File: src/rtl/usr_pkg.sv
// Shared types and helpers for the universal shift register.
// Holds the command op encoding, the FSM state type and a width helper.
package usr_pkg;

  typedef enum logic [2:0] {
    OpNop  = 3'd0,
    OpLoad = 3'd1,
    OpShl  = 3'd2,
    OpShr  = 3'd3,
    OpRol  = 3'd4,
    OpRor  = 3'd5,
    OpAsr  = 3'd6,
    OpClr  = 3'd7
  } usr_op_e;

  typedef enum logic {
    StIdle,
    StShift
  } usr_state_e;

  // Smallest r with 2**r >= v.
  function automatic int unsigned usr_clog2(input int unsigned v);
    int unsigned r;
    r = 0;
    while ((64'd1 << r) < 64'(v)) r++;
    return r;
  endfunction

  function automatic logic usr_is_shift(input usr_op_e op);
    return (op == OpShl) || (op == OpShr) || (op == OpRol) || (op == OpRor) || (op == OpAsr);
  endfunction

endpackage

File: src/rtl/usr_step.sv
// Single-bit shift/rotate step: next register value and the bit pushed out.
module usr_step
  import usr_pkg::*;
#(
  parameter int unsigned WIDTH = 8
) (
  input  usr_op_e          op_i,
  input  logic [WIDTH-1:0] q_i,
  input  logic             sin_i,
  output logic [WIDTH-1:0] q_o,
  output logic             sout_o
);

  always_comb begin
    q_o    = q_i;
    sout_o = 1'b0;
    case (op_i)
      OpShl: begin
        q_o    = {q_i[WIDTH-2:0], sin_i};
        sout_o = q_i[WIDTH-1];
      end
      OpShr: begin
        q_o    = {sin_i, q_i[WIDTH-1:1]};
        sout_o = q_i[0];
      end
      OpRol: begin
        q_o    = {q_i[WIDTH-2:0], q_i[WIDTH-1]};
        sout_o = q_i[WIDTH-1];
      end
      OpRor: begin
        q_o    = {q_i[0], q_i[WIDTH-1:1]};
        sout_o = q_i[0];
      end
      OpAsr: begin
        q_o    = {q_i[WIDTH-1], q_i[WIDTH-1:1]};
        sout_o = q_i[0];
      end
      default: ;
    endcase
  end

endmodule

File: src/rtl/universal_shift_reg.sv
// Universal shift register with a valid/ready command port and multi-cycle shifts.
// One bit moves per clock; op and remaining count are latched at accept.
module universal_shift_reg
  import usr_pkg::*;
#(
  parameter int unsigned WIDTH = 8,
  parameter int unsigned CNT_W = usr_clog2(WIDTH + 1)
) (
  input  logic             clk,
  input  logic             rst,
  input  logic             cmd_valid,
  output logic             cmd_ready,
  input  logic [2:0]       cmd_op,
  input  logic [CNT_W-1:0] cmd_amt,
  input  logic [WIDTH-1:0] load_d,
  input  logic             sin,
  output logic [WIDTH-1:0] q,
  output logic [WIDTH-1:0] qb,
  output logic             sout,
  output logic             busy,
  output logic             done
);

  usr_state_e       state_q, state_d;
  usr_op_e          op_q, op_d;
  logic [CNT_W-1:0] rem_q, rem_d;
  logic [WIDTH-1:0] q_q, q_d;
  logic             sout_q, sout_d;
  logic             done_q, done_d;

  usr_op_e          cmd_op_e;
  usr_op_e          step_op;
  logic [WIDTH-1:0] step_q;
  logic             step_sout;
  logic             accept;

  assign cmd_op_e = usr_op_e'(cmd_op);
  assign accept   = cmd_valid && (state_q == StIdle);
  // The first step runs on the accept edge, so the step unit sees the live op then.
  assign step_op  = (state_q == StShift) ? op_q : cmd_op_e;

  usr_step #(
    .WIDTH (WIDTH)
  ) u_step (
    .op_i   (step_op),
    .q_i    (q_q),
    .sin_i  (sin),
    .q_o    (step_q),
    .sout_o (step_sout)
  );

  always_comb begin
    state_d = state_q;
    op_d    = op_q;
    rem_d   = rem_q;
    q_d     = q_q;
    sout_d  = sout_q;
    done_d  = 1'b0;
    unique case (state_q)
      StIdle: begin
        if (accept) begin
          if (usr_is_shift(cmd_op_e) && (cmd_amt != '0)) begin
            q_d    = step_q;
            sout_d = step_sout;
            if (cmd_amt == CNT_W'(1)) begin
              done_d = 1'b1;
            end else begin
              state_d = StShift;
              op_d    = cmd_op_e;
              rem_d   = cmd_amt - CNT_W'(1);
            end
          end else begin
            done_d = 1'b1;
            case (cmd_op_e)
              OpLoad: q_d = load_d;
              OpClr: begin
                q_d    = '0;
                sout_d = 1'b0;
              end
              default: ;
            endcase
          end
        end
      end
      StShift: begin
        q_d    = step_q;
        sout_d = step_sout;
        rem_d  = rem_q - CNT_W'(1);
        if (rem_q == CNT_W'(1)) begin
          state_d = StIdle;
          done_d  = 1'b1;
        end
      end
      default: state_d = StIdle;
    endcase
  end

  always_ff @(posedge clk or posedge rst) begin
    if (rst) begin
      state_q <= StIdle;
      op_q    <= OpNop;
      rem_q   <= '0;
      q_q     <= '0;
      sout_q  <= 1'b0;
      done_q  <= 1'b0;
    end else begin
      state_q <= state_d;
      op_q    <= op_d;
      rem_q   <= rem_d;
      q_q     <= q_d;
      sout_q  <= sout_d;
      done_q  <= done_d;
    end
  end

  assign q         = q_q;
  assign qb        = ~q_q;
  assign sout      = sout_q;
  assign busy      = (state_q == StShift);
  assign cmd_ready = ~busy;
  assign done      = done_q;

endmodule

File: config.mk
export PLATFORM = sky130hd
export DESIGN_NAME = universal_shift_reg
export DESIGN_NICKNAME = d
export VERILOG_FILES = /design/src/rtl/usr_pkg.sv /design/src/rtl/usr_step.sv /design/src/rtl/universal_shift_reg.sv
export SDC_FILE = /design/constraint.sdc
export NUM_CORES = 1
export LEC_CHECK = 0
export CORE_MARGIN = 2
export CORE_UTILIZATION = 35
export DETAILED_ROUTE_END_ITERATION = 8
export GPL_ROUTABILITY_DRIVEN = 0
export GPL_TIMING_DRIVEN = 0
export SLEW_MARGIN = 20
export SYNTH_ARGS = -nofsm -noshare
export SYNTH_HDL_FRONTEND = slang
export SYNTH_SLANG_ARGS = --single-unit
File: constraint.sdc
create_clock -name clk -period 2.5 [get_ports clk]
set_clock_uncertainty 0.15 [all_clocks]
set_input_delay 0.5 -clock clk [delete_from_list [all_inputs] [get_ports clk]]
set_output_delay 0.5 -clock clk [all_outputs]
set_load 0.02 [all_outputs]
==> flow_summary.json <==
{
  "outcome": "complete, no violations",
  "ant_nets": 0,
  "via_per_inst": 5.23,
  "cp_max_fo": 9,
  "cellInternalPower_uw": 1030,
  "antenna_found_initial": 0,
  "die_area_um2": 4140,
  "endpoint_kind": "output port",
  "post-place-ws_ns": -0.394,
  "die_y_um": 64.4,
  "syn_avg_cell_area_um2": 9.37,
  "min_period_over_period_pct": 94.7,
  "fmaxAchievable_ghz": 0.422,
  "p_leak_uw": 0.000713,
  "synth_async_sr_flop_share_pct": 100,
  "wl_per_cell_um": 14.4,
  "grt_pass1_vias": 1086,
  "start_util_pct": 37.3,
  "synthFlopType": "dfrtp_1",
  "final_common_cell": "clkdlybuf4s50_1",
  "path_clk_slew_ns": 0.11,
  "setup_slack_ns": 0.131,
  "synth_compound_area_share_pct": 24.9,
  "critPathMaxStageDelay_ns": 0.58,
  "synth-edff-count": 0,
  "insertion_delay_ns": 0.30,
  "drt_iter0_drc": 78,
  "rows": 21,
  "wl_um": 3190,
  "core_area_um2": 3420,
  "first_pass_iters": 4,
  "powerDensity_nw_per_um2": 1060,
  "yosys.area_share.simple_pct": 17.0,
  "hold_class": "in2reg",
  "switchingPower_uw": 810,
  "htreeDepth": 1,
  "synth_top_area_share_pct": 35.3,
  "numCtsBuffers": 3,
  "vias": 1160,
  "drc": 0,
  "worst_ep_arrival_time_ns": 1.72,
  "synth_top_area_cell": "dfrtp_1",
  "slew_headroom_pct": 51.1,
  "fill_cells": 335,
  "synth_fp_nets": 159,
  "netlist_area_um2": 1270,
  "clock_sinks": 18,
  "gr-total-overflow": 0,
  "post-route-util_pct": 50.7,
  "yosysWarningCount": 0,
  "io_pins": 39,
  "synthMuxAreaShare_pct": 6.77,
  "ys_ff_latch": 18,
  "cp_slowest_cell": "clkdlybuf4s50_1",
  "grt_usage_pct": 16.7,
  "p_comb_share_pct": 62.3,
  "syn_to_final_growth_pct": 35.9,
  "worstSetupStartpointType": "flip-flop",
  "crit_chain": "buf_2, clkinvlp_4, clkdlybuf4s50_1",
  "final_cell_mix": "clkdlybuf4s50_1, dfrtp_1, inv_1",
  "diodes": 0,
  "grt_max_degree": 19,
  "peakVddDrop_mv": 0.435,
  "tightest_slew_ns": 0.732,
  "setup_viol": 0,
  "hpwl_um": 2430,
  "power_frac_seq_pct": 29.4,
  "cp_num_buf_inv": 3,
  "yosysSeqAreaShare_pct": 35.3,
  "synth.area.top_cells": "dfrtp_1, a221o_1, inv_1",
  "swShare_pct": 44.1,
  "drive_gt1_share_pct": 14.8,
  "period_needed_ns": 2.37,
  "required_ns": 1.85,
  "synthCells": 136,
  "critPathKind": "reg2out",
  "ys_types": 43,
  "fin_nets": 201,
  "ctsHoldBuffers": 0,
  "cts_tree": "built",
  "drv_slew": 0,
  "dieWidth_um": 64.4,
  "clock_path_buffers": 2,
  "synth_top_family_by_area": "compound AO/OA/AOI/OAI gates",
  "rsz0062_at_grt": "no",
  "clkPwrFrac_pct": 8.3,
  "crit_family": "buffers and inverters",
  "synth_adder_area_share_pct": 3.93,
  "cap_violations": 0,
  "cts_root_buf": "clkbuf_4",
  "port_buffers": 36,
  "grt_pass1_wl_um": 5390,
  "hold_viol": 0,
  "synth_xor_area_share_pct": 2.75
}
-- sequential cells by signal, summed over array words and instances, names as in the netlist --
signal	cells
sout	1
rem_q	4
done	1
op_q	3
busy	1
q	8
-- stage by stage --
step | instance area (um^2) | hold slack [ns] | power, uW | setup TNS [ns] | instances
2_1_floorplan | 1270 | 0.289 | 1250 | 0 | 136
3_3_place_gp | 1690 | 0.368 | 1630 | -4.55 | 218
3_5_place_dp | 1690 | 0.375 | 1650 | -4.74 | 218
4_1_cts | 1730 | 0.318 | 1840 | 0 | 222
5_1_grt | 1730 | 0.314 | 1980 | 0 | 222
6_report | 1730 | 0.316 | 1840 | 0 | 222
-- worst register-to-register path: stages (launching register included) --
cell and delay (ns):
dfrtp_1 0.35, buf_2 0.26, mux2_2 0.44, inv_1 0.10, o21ai_1 0.08, nor2b_1 0.13, buf_2 0.17, a221o_1 0.35
-- timing repair --
item	in CTS	in global routing
setup endpoints to repair	10	1
setup buffers	1	0
resized for setup	6	1
pin swaps	2	0
-- cell families after synthesis --
group | after synthesis
compound gates | 39
xor+xnor | 4
fa+ha+maj | 4
buf+inv | 24
flops | 18
mux | 8
simple gates | 39
-- routing by layer --
metal	vias to the layer above	track usage, %	wire length [um]	part of all wire, %
li1	578	-	-	-
met1	545	24.1	1600	50
met2	32	25.4	1400	44
met3	5	2.46	152	4.8
met4	0	5.59	42	1.3
met5	-	0	0	0
-- final timing paths --
| path | startpoint | endpoint | slack (ns) | cells after the start |
|---|---|---|---|---|
| min in group asynchronous | rst | q[2]$_DFFE_PP0P_ | 0.46 | 2 |
| worst max-delay path | busy$_DFF_PP0_ | cmd_ready | 0.13 | 3 |
| worst min register to register | op_q[0]$_DFFE_PP0P_ | op_q[0]$_DFFE_PP0P_ | 0.40 | 1 |
| max in group asynchronous | rst | op_q[0]$_DFFE_PP0P_ | 1.28 | 2 |
| worst max register to register | busy$_DFF_PP0_ | sout$_DFFE_PP0P_ | 0.37 | 7 |
| worst min-delay path | cmd_op[2] | op_q[2]$_DFFE_PP0P_ | 0.32 | 2 |
-- power by group through the flow --
stage | registers, uW | logic (uW) | clock network, uW
floorplan | 585 | 666 | 0
global placement | 539 | 1090 | 0
detailed placement | 546 | 1100 | 0
CTS | 540 | 1140 | 155
global route | 557 | 1250 | 171
finish | 539 | 1140 | 152
-- Yosys cell counts, drive strengths merged, types with 4 or more instances --
cell type and number:
xnor2 4, o21ai 9, dfrtp 18, ha 4
inv 15, a221o 8, nand3 6, nand2 11
buf 8, nor2 4, mux2 5, a22o 7
-- area by class of cell --
type | instances | area, um^2 | share of cell area [%]
multi-input cells | 94 | 714 | 41.2
clock buffers | 3 | 22.5 | 1.30
flip-flops and latches | 18 | 450 | 26.0
repair buffers | 37 | 365 | 21.1
plain buffers | 8 | 58.8 | 3.39
inverters | 16 | 63.8 | 3.68
well taps | 46 | 57.6 | 3.32
Note: power is estimated with default switching activity, not from simulation.
